--- config.mk ---
export PLATFORM = sky130hd
export DESIGN_NAME = alu_ctrl
export DESIGN_NICKNAME = d
export VERILOG_FILES = /design/src/rtl/alu_pkg.sv /design/src/rtl/alu_ctrl.sv
export SDC_FILE = /design/constraint.sdc
export NUM_CORES = 1
export LEC_CHECK = 0
export CAP_MARGIN = 5
export CORE_AREA = 4 4 81 45
export CTS_CLUSTER_DIAMETER = 150
export CTS_CLUSTER_SIZE = 24
export DETAILED_ROUTE_END_ITERATION = 8
export DIE_AREA = 0 0 85 49
export PLACE_DENSITY = 0.78
export REMOVE_ABC_BUFFERS = 1
export SETUP_SLACK_MARGIN = 0.02
export SYNTH_ARGS = -nofsm -noshare
export SYNTH_HDL_FRONTEND = slang
export SYNTH_SLANG_ARGS = --single-unit
export TNS_END_PERCENT = 30
--- constraint.sdc ---
create_clock -name clock -period 2.8 [get_ports clock]
set_clock_uncertainty 0.05 [all_clocks]
set_input_delay 0.56 -clock clock [delete_from_list [all_inputs] [get_ports clock]]
set_output_delay 0.56 -clock clock [all_outputs]
set_load 0.01 [all_outputs]
--- src/rtl/alu_pkg.sv ---
// alu_pkg: opcode and FSM state encodings shared by the alu controller and its users
package alu_pkg;

    localparam logic [2:0] OPR_LOAD = 3'b000;
    localparam logic [2:0] OPR_SUB  = 3'b001;
    localparam logic [2:0] OPR_ADD  = 3'b010;
    localparam logic [2:0] OPR_XOR  = 3'b011;
    localparam logic [2:0] OPR_ASR  = 3'b100;
    localparam logic [2:0] OPR_SHL  = 3'b101;
    localparam logic [2:0] OPR_AND  = 3'b110;
    localparam logic [2:0] OPR_OR   = 3'b111;

    typedef enum logic [1:0] {
        ST_IDLE = 2'd0,
        ST_EXEC = 2'd1,
        ST_DONE = 2'd2
    } state_e;

endpackage

--- src/rtl/alu_ctrl.sv ---
// alu_ctrl: accumulator sequencer that repeats one alu opcode cmd_rep+1 times per command
module alu_ctrl
    import alu_pkg::*;
#(
    parameter int W  = 8,
    parameter int CW = 4
) (
    input  logic          clock,
    input  logic          reset,
    input  logic          cmd_valid,
    output logic          cmd_ready,
    input  logic [2:0]    cmd_op,
    input  logic [W-1:0]  cmd_data,
    input  logic [CW-1:0] cmd_rep,
    output logic [W-1:0]  alu_a,
    output logic [W-1:0]  alu_b,
    output logic [2:0]    alu_opr,
    input  logic [W-1:0]  alu_r,
    input  logic          alu_co,
    output logic          res_valid,
    input  logic          res_ready,
    output logic [W-1:0]  res_data,
    output logic          res_co,
    output logic          res_cany
);

    state_e        r_state;
    state_e        w_next;
    logic [W-1:0]  r_acc;
    logic [W-1:0]  r_opnd;
    logic [2:0]    r_opr;
    logic [CW-1:0] r_cnt;
    logic          r_co;
    logic          r_cany;

    // State register
    always_ff @(posedge clock or posedge reset) begin
        if (reset) r_state <= ST_IDLE;
        else       r_state <= w_next;
    end

    // Next state: leave EXEC once the remaining-iteration counter has reached zero
    always_comb begin
        w_next = r_state;
        case (r_state)
            ST_IDLE: w_next = cmd_valid ? ST_EXEC : ST_IDLE;
            ST_EXEC: w_next = (r_cnt == '0) ? ST_DONE : ST_EXEC;
            ST_DONE: w_next = res_ready ? ST_IDLE : ST_DONE;
            default: w_next = ST_IDLE;
        endcase
    end

    // Handshake outputs decoded from state only, so no comb path from cmd_valid/res_ready
    always_comb begin
        cmd_ready = (r_state == ST_IDLE);
        res_valid = (r_state == ST_DONE);
    end

    // Command latch in IDLE; one alu iteration per EXEC cycle; counter stops at zero
    always_ff @(posedge clock or posedge reset) begin
        if (reset) begin
            r_acc  <= '0;
            r_opnd <= '0;
            r_opr  <= OPR_LOAD;
            r_cnt  <= '0;
            r_co   <= 1'b0;
            r_cany <= 1'b0;
        end else if (r_state == ST_IDLE && cmd_valid) begin
            r_opnd <= cmd_data;
            r_opr  <= cmd_op;
            r_cnt  <= cmd_rep;
            r_cany <= 1'b0;
        end else if (r_state == ST_EXEC) begin
            r_acc  <= alu_r;
            r_co   <= alu_co;
            r_cany <= r_cany | alu_co;
            r_cnt  <= (r_cnt == '0) ? r_cnt : r_cnt - 1'b1;
        end
    end

    assign alu_a    = r_acc;
    assign alu_b    = r_opnd;
    assign alu_opr  = r_opr;
    assign res_data = r_acc;
    assign res_co   = r_co;
    assign res_cany = r_cany;

endmodule

# ---- Yosys cells after proc, flatten, opt, wreduce, memory -nomap -nowiden
# Cells that the tools add are included.
dict set report totals {
  regBits 27
  latch_bits 0
  ram_bits 0
  mem_bits_ro 0
  input_bits 28
  output_inout_bits 31
  elab_cells 28
  mem_count 0
}
dict set report op_classes {
  add_sub_neg 1
  n_mul 0
  div 0
  order_cmp 0
  n_eq_ne 3
  shift 0
  muxes 9
  bitwise 2
  reduce_logical 6
}
# cell count
set ops {}
lappend ops {{two-way mux 4 bit} 3}
lappend ops {{case mux 2 bit (3 select lines)} 1}
lappend ops {{zero test 4 bit} 1}
lappend ops {{two-way mux 2 bit} 2}
lappend ops {{AND reduction 2 bit} 2}
lappend ops {{subtractor 4 x 1 -> 4 bit, second input constant} 1}
lappend ops {{two-way mux 1 bit} 3}
lappend ops {{== test 2 x 1 -> 1 bit, second input constant} 1}
lappend ops {{== test 2 bit, second input constant} 1}
lappend ops {{zero test 2 bit} 1}
lappend ops {{inequality test 2 bit, second input constant} 1}
lappend ops {{nonzero test 2 bit} 1}
lappend ops {{logical AND 1 bit} 1}
lappend ops {{inverter 1 bit} 1}
lappend ops {{bitwise OR 1 bit} 1}

# ---- Longest topological paths before layout
# Gate-level depths: netlist of the first run.
dict set report depth {
  word_depth 4
  depth_mapped 5
  ltp_nobuf 5
}

# ---- Least setup slack after synthesis of the first run
# No wires, ideal clock.
dict set report synth_timing {
  kind {input -> register}
  start {input port cmd_valid}
  end {register r_cnt[3]}
  setup_ns 0.121
  arrival_time_ns 1.480
  required_time_ns 2.629
  setup_slack_ns 1.149
  path_stages 4
  path_buffers 1
  cell_sequence {or3b_1 > buf_2 > mux2_4 > a22o_1}
}
dict set report synth_between {
  elab_chain_cells 3
  elab_cells_between_ends 5
  cone_classes {eq/ne: 1; mux: 1; reduce/logical: 3}
}
# item line_no
set synth_lines {}
lappend synth_lines {{start, declared} alu_ctrl.sv:10} ;# input logic cmd_valid,
lappend synth_lines {{logical AND 1 bit *} alu_ctrl.sv:68} ;# end else if (r_state == ST_IDLE && cmd_valid) begin
lappend synth_lines {{inequality test 2 bit (no line) or nonzero test 2 bit (tied branches)} -}
lappend synth_lines {{AND reduction 2 bit (no line)} -}
lappend synth_lines {{end signal, assigned} alu_ctrl.sv:71} ;# r_cnt <= cmd_rep;
lappend synth_lines {{end signal, assigned} alu_ctrl.sv:77} ;# r_cnt <= (r_cnt == '0) ? r_cnt : r_cnt - 1'b1;
lappend synth_lines {{end, declared} alu_ctrl.sv:32} ;# logic [CW-1:0] r_cnt;
# Every way passes the cells marked *; elsewhere a longest branch is shown, timed or not.
# A chain may end at the register's enable or synchronous reset.

# ---- Final worst setup path of the first run
dict set report layout_timing {
  start {register r_state[1]}
  end {output port res_valid}
}
dict set report layout_between {
  elab_chain_cells 1
}
# item line_no
set layout_lines {}
lappend layout_lines {{start, declared} alu_ctrl.sv:27} ;# state_e r_state;
lappend layout_lines {{start signal, assigned} alu_ctrl.sv:39} ;# else r_state <= w_next;
lappend layout_lines {{== test 2 bit} alu_ctrl.sv:56} ;# res_valid = (r_state == ST_DONE);
lappend layout_lines {{end, declared} alu_ctrl.sv:20} ;# output logic res_valid,
# Every way passes these cells.

==> run_results.csv, run 1 <==
group,metric,value,unit
run_status,outcome,"finished, final reports clean",
clock_network,cts_sinks,27,
clock_network,cts_tree,"built",
sta,tightest_slew,0.468,ns
synth,synth_seq_cells,27,
global_routing,grt_pass1_vias,990,
detailed_routing,detail_route.wirelength,2.93,mm
setup_path,r2r_start,"r_state[1]",
synth,synthTopCellsByArea,"dfrtp_1 55%, mux2_2 10%, nand2_1 8.6%",
sta,slew_headroom,68.8,%
setup_path,critPathCaptureType,"primary output",
layout,drive_gt1_share,12.7,%
hold_path,holdPathStages,2,
clock_network,htreeDepth,1,
setup_path,r2r_cells,3,
detailed_routing,met3_length,108,um
setup_path,path_class,"reg -> out",
layout,final_cells,205,
setup_path,crit_path_start,"r_state[1]",
floorplan,core_area,2930,um^2
synth,ys_seq_area_share,55.5,%
place,numPortBuffers,58,
detailed_routing,first_pass_iters,3,
layout,areaGrowthSynthToFinish,51.1,%
setup_path,reg2reg_slack,1.18,ns
detailed_routing,ant_nets,0,
clock_network,worstSkewPairLatency,0.27,ns
global_routing,antenna_found_initial,0,
sta,rsz0062_at_grt,"no",
hold_path,hold_end,"res_co",
hold_path,hold_path.startpoint,"res_co",
setup_path,worstPathMaxFanout,8,
global_routing,overflow,0,
synth,yosysUniqueCellTypes,29,
synth,syn_avg_cell_area,10.9,um^2
synth,synth_top_area_share,55.5,%
global_routing,grt_usage,14.3,%
detailed_routing,first_iter_violations,65,
global_routing,grt_max_degree,28,
power_and_ir_drop,leakagePower,0.814,nW
clock_network,clockRootBuffer,"clkbuf_8",
global_routing,grt_pass1_wl,4.66,mm
power_and_ir_drop,power_density,1110,nW/um^2
detailed_routing,vias_per_cell,4.66,
clock_network,cts_buffer_depth,2,
synth,synth-warning-count,0,
clock_network,numCtsBuffers,3,
place,gp_congestion,0.875,
detailed_routing,drcViolationCount,0,
synth,syn_area,1220,um^2
sta,slew_violations,0,
layout,fin_nets,195,
synth,synth_cells,112,
synth,postSynth.asyncResetShare,100,%
setup_path,crit_path_start_kind,"flip-flop",
synth,synth_top_area_cell,"dfrtp_1",
floorplan,io-pin-count,59,
power_and_ir_drop,ir_worst_vdd,0.000522,V
synth,synth_edf_count,0,
sta,hold_violations,0,
layout,antennaDiodeCount,0,
clock_network,clk_pin_slew,0.09,ns
detailed_routing,wl_per_cell,14.3,um
sta,final.period_utilization,77.0,%
place,placed_cells,201,
layout,ff_latch_area,676,um^2
sta,fin_crit,2.15,ns
sta,fmax,464,MHz
detailed_routing,vias,955,
layout,fillCellCount,244,
clock_network,cts_setup_buffers,0,
layout,multiInputGateArea,445,um^2
setup_path,cp.arrival,1.54,ns
detailed_routing,met1_length,1.14,mm
sta,tns,0,ns
clock_network,cts_resized,0,
hold_path,min_path_type,"reg -> reg",
layout,final_common_cell,"clkdlybuf4s50_1",
setup_path,required,2.19,ns
synth,synth_ff_type,"dfrtp_1",
detailed_routing,wl_met2,1.63,mm
setup_path,r2r-end,"r_cnt[3]",
detailed_routing,highest_layer,"met4",
floorplan,fp.dieH,49,um
clock_network,hold_buffers,0,
floorplan,fp.dieW,85,um
floorplan,fp-row-count,14,
floorplan,die_area,4170,um^2
floorplan,start_util,41.6,%
sta,setup_viol,0,
layout,most-common-layout-cells,"58 x clkdlybuf4s50_1, 28 x nand2_1, 27 x dfrtp_1, 11 x mux2_2, 5 x inv_1",
job,cap_violations,0,
place,hpwl,2.29,mm
[where the power goes]
group	total (W)	internal (W)	switching, W
registers	0.000736	0.000588	0.000149
logic	0.00110	0.000639	0.000457
clock network	0.000214	0.0000997	0.000114
[critical path: stages, from the launching register on]
cell and delay, ns:
dfrtp_1 0.46, nor2b_1 0.23, clkdlybuf4s50_1 0.58
[final cells by class]
class,instances,share of cell area [%]
Clock inverter,1,0.272
Clock buffer,3,2.24
Timing Repair Buffer,61,32.8
Multi-Input combinational cell,68,24.2
Inverter,5,1.02
Tap cell,40,2.72
Sequential cell,27,36.7
[kinds of logic (layout without fill, tap and decap cells)]
logic type,Yosys count,after routing,share of synthesized area (%)
AND/OR/NAND/NOR,45,45,18.0
flip-flops,27,27,55.5
buffers and inverters,17,70,7.91
multiplexers,14,14,13.1
AO/OA/AOI/OAI,8,8,4.52
adder cells (fa/ha/maj),1,1,1.03
[flip-flops by register name, summed over array words and instances, names as in the netlist]
| name | cells |
|---|---|
| alu_a | 8 |
| alu_b | 8 |
| r_cnt | 4 |
| alu_opr | 3 |
| r_state | 2 |
| res_cany | 1 |
| res_co | 1 |
[routing by layer]
metal  global-route usage [%]  vias to the layer above
met3                     3.54                        6
met1                     13.9                      458
met5                        0                        -
li1                         -                      471
met4                     6.58                        0
met2                     28.2                       20
[cell usage after synthesis, drive strengths merged, types with 2 or more instances]
cell type / number
mux2i: 2
o21ai: 2
dfrtp: 27
nor2: 3
buf: 10
clkbuf: 2
nor2b: 2
mux2: 12
nand2b: 2
nand2: 28
inv: 5
nor3b: 2
o211ai: 2
[per-stage QoR]
stage / instance area [um^2] / worst slack, ns / total power [W] / hold WS (ns) / utilization, %
5_1_grt: 1840 / 0.560 / 0.00218 / 0.483 / 62.9
4_1_cts: 1840 / 0.633 / 0.00208 / 0.441 / 62.9
6_report: 1840 / 0.645 / 0.00205 / 0.436 / 62.9
3_5_place_dp: 1790 / 0.613 / 0.00186 / 0.419 / 61.3
2_1_floorplan: 1140 / 1.05 / 0.00122 / 0.464 / -
3_3_place_gp: 1790 / 0.644 / 0.00181 / 0.407 / 61.3
[worst max path at each step]
stage                     end  slack [ns]  cells after the start
floorplan            r_cnt[3]        1.05                      3
global placement     r_cnt[3]        0.64                      4
detailed placement   r_cnt[3]        0.61                      4
CTS                 res_valid        0.63                      2
global route        res_valid        0.56                      2
finish              res_valid        0.65                      2
(Power assumes the default switching activity.)
==> inputs of run 2 (changes only) <==
- CORE_AREA: 4 4 81 45 -> 4 4 84 47
- DIE_AREA: 0 0 85 49 -> 0 0 88 51
- PLACE_DENSITY: 0.78 -> 0.72
- clock period: 2.8 -> 2 ns (I/O delays scaled with it)
==> run 2 against run 1 <==
Net effect: register-to-register slack lost 0.70 ns; cell area grew 1.3%; sequential power up 41%; die area grew 7.8%; sequential share of layout area shrank 0.33 points.
==> run_results.csv, run 2 (synthesis results as in run 1) <==
group,metric,value,unit
place,pre_cts_ws,0.0627,ns
setup_path,path_buf_inv,1,
layout,fin_nets,196,
global_routing,grt_max_degree,28,
detailed_routing,ant_nets,0,
clock_network,numCtsBuffers,3,
sta,tightest_slew,0.447,ns
clock_network,cts_buffer_depth,2,
setup_path,cp.arrival,1.47,ns
setup_path,crit_slowest_cell,"clkdlybuf4s50_1",
sta,final.period_utilization,95.8,%
clock_network,clk_pin_slew,0.09,ns
global_routing,antenna_found_initial,0,
power_and_ir_drop,power_density,1550,nW/um^2
layout,final_common_cell,"clkdlybuf4s50_1",
floorplan,die_area,4490,um^2
sta,fmax,522,MHz
power_and_ir_drop,leakagePower,0.816,nW
setup_path,crit_path_cell_trace,"nor2b_1, clkdlybuf4s50_1",
place,numPortBuffers,58,
detailed_routing,first_iter_violations,60,
floorplan,core_area,3250,um^2
layout,most-common-layout-cells,"58 x clkdlybuf4s50_1, 28 x nand2_1, 25 x dfrtp_1, 11 x mux2_2, 5 x inv_1",
setup_path,crit_family,"buffers and inverters",
job,cap_violations,0,
global_routing,grt_pass1_wl,4.74,mm
place,hpwl,2.23,mm
setup_path,worstPathMaxFanout,8,
detailed_routing,vias,971,
clock_network,cts_tree,"built",
sta,tns,0,ns
global_routing,overflow,0,
sta,rsz0062_at_grt,"no",
clock_network,clockRootBuffer,"clkbuf_8",
sta,slew_headroom,70.2,%
floorplan,fp-row-count,15,
setup_path,crit_path_start_kind,"flip-flop",
place,gp_congestion,0.742,
layout,antennaDiodeCount,0,
sta,slew_violations,0,
detailed_routing,first_pass_iters,4,
floorplan,fp.dieW,88,um
setup_path,path_class,"reg -> out",
layout,drive_gt1_share,13.9,%
floorplan,start_util,37.5,%
global_routing,grt_usage,13.8,%
sta,setup_viol,0,
detailed_routing,vias_per_cell,4.67,
detailed_routing,wl_per_cell,13.9,um
detailed_routing,drcViolationCount,0,
floorplan,io-pin-count,59,
clock_network,htreeDepth,1,
sta,setup_ws,0.0846,ns
power_and_ir_drop,ir_worst_vdd,0.000863,V
floorplan,fp.dieH,51,um
hold_path,min_path_type,"in -> async",
global_routing,grt_pass1_vias,1061,
sta,fin_crit,1.92,ns
sta,hold_violations,0,
power_and_ir_drop,p_total,0.00289,W
setup_path,critPathCaptureType,"primary output",
detailed_routing,detail_route.wirelength,2.90,mm
clock_network,cts_sinks,27,
setup_path,required,1.55,ns
setup_path,cpPeakStageDelay,0.56,ns
run_status,outcome,"finished, final reports clean",
clock_network,worstSkewPairLatency,0.27,ns
layout,areaGrowthSynthToFinish,53.0,%
run 2: changes by cell type in the layout (fill, tap and decap cells not counted), sizes merged:
cell,before,now
buf,3,4
clkbuf,3,4
clkinv,1,0
run 2: timing repair:
| item | in CTS | in global routing |
|---|---|---|
| hold buffers | 0 | 0 |
| endpoints found under the setup margin | 1 | 1 |
| setup buffers | 0 | 0 |
| resized for setup | 1 | 1 |
run 2: per-stage QoR:
step / instance area (um^2) / hold slack [ns] / instances / utilization, %
2_1_floorplan: 1140 / 0.403 / 100 / -
3_3_place_gp: 1820 / 0.415 / 204 / 55.9
3_5_place_dp: 1820 / 0.422 / 204 / 55.9
4_1_cts: 1860 / 0.431 / 208 / 57.3
5_1_grt: 1860 / 0.481 / 208 / 57.4
6_report: 1860 / 0.425 / 208 / 57.4
run 2: worst reg2reg max path, cell delays in order, from the launching register on:
cell and delay, ns:
dfrtp_2 0.46, or3b_1 0.43, mux2_4 0.31, a22o_1 0.18
run 2: final timing paths:
| kind | from | endpoint | slack, ns | cells after the start |
|---|---|---|---|---|
| max reg2reg | r_state[1] | r_cnt[3] | 0.48 | 3 |
| max | r_state[0] | res_valid | 0.08 | 2 |
| max in group asynchronous | reset | r_state[1] | 1.20 | 3 |
| min reg2reg | res_co | res_co | 0.43 | 2 |
| min in group clock | res_co | res_co | 0.43 | 2 |
| min | reset | alu_b[1] | 0.43 | 3 |
run 2: cell type report:
type	count	area, um^2
clock buffer	4	45.0
fill	270	1380
inverter	5	18.8
multi-input combinational	68	445
sequential	27	678
tap	42	52.6
timing repair buffer	62	623
run 2: power breakdown:
group          internal (W)  total [W]  switching [W]
logic              0.000912    0.00155       0.000635
clock network      0.000143   0.000306       0.000163
registers          0.000826    0.00104       0.000211
total               0.00188    0.00289        0.00101
run 2: layer usage:
layer  global-route usage (%)  up-vias  wire length, um
met3                     8.37        5              401
li1                         -      470                -
met2                     20.5       51             1220
met5                        0        -                0
met4                     3.57        0               32
met1                     17.0      445             1240
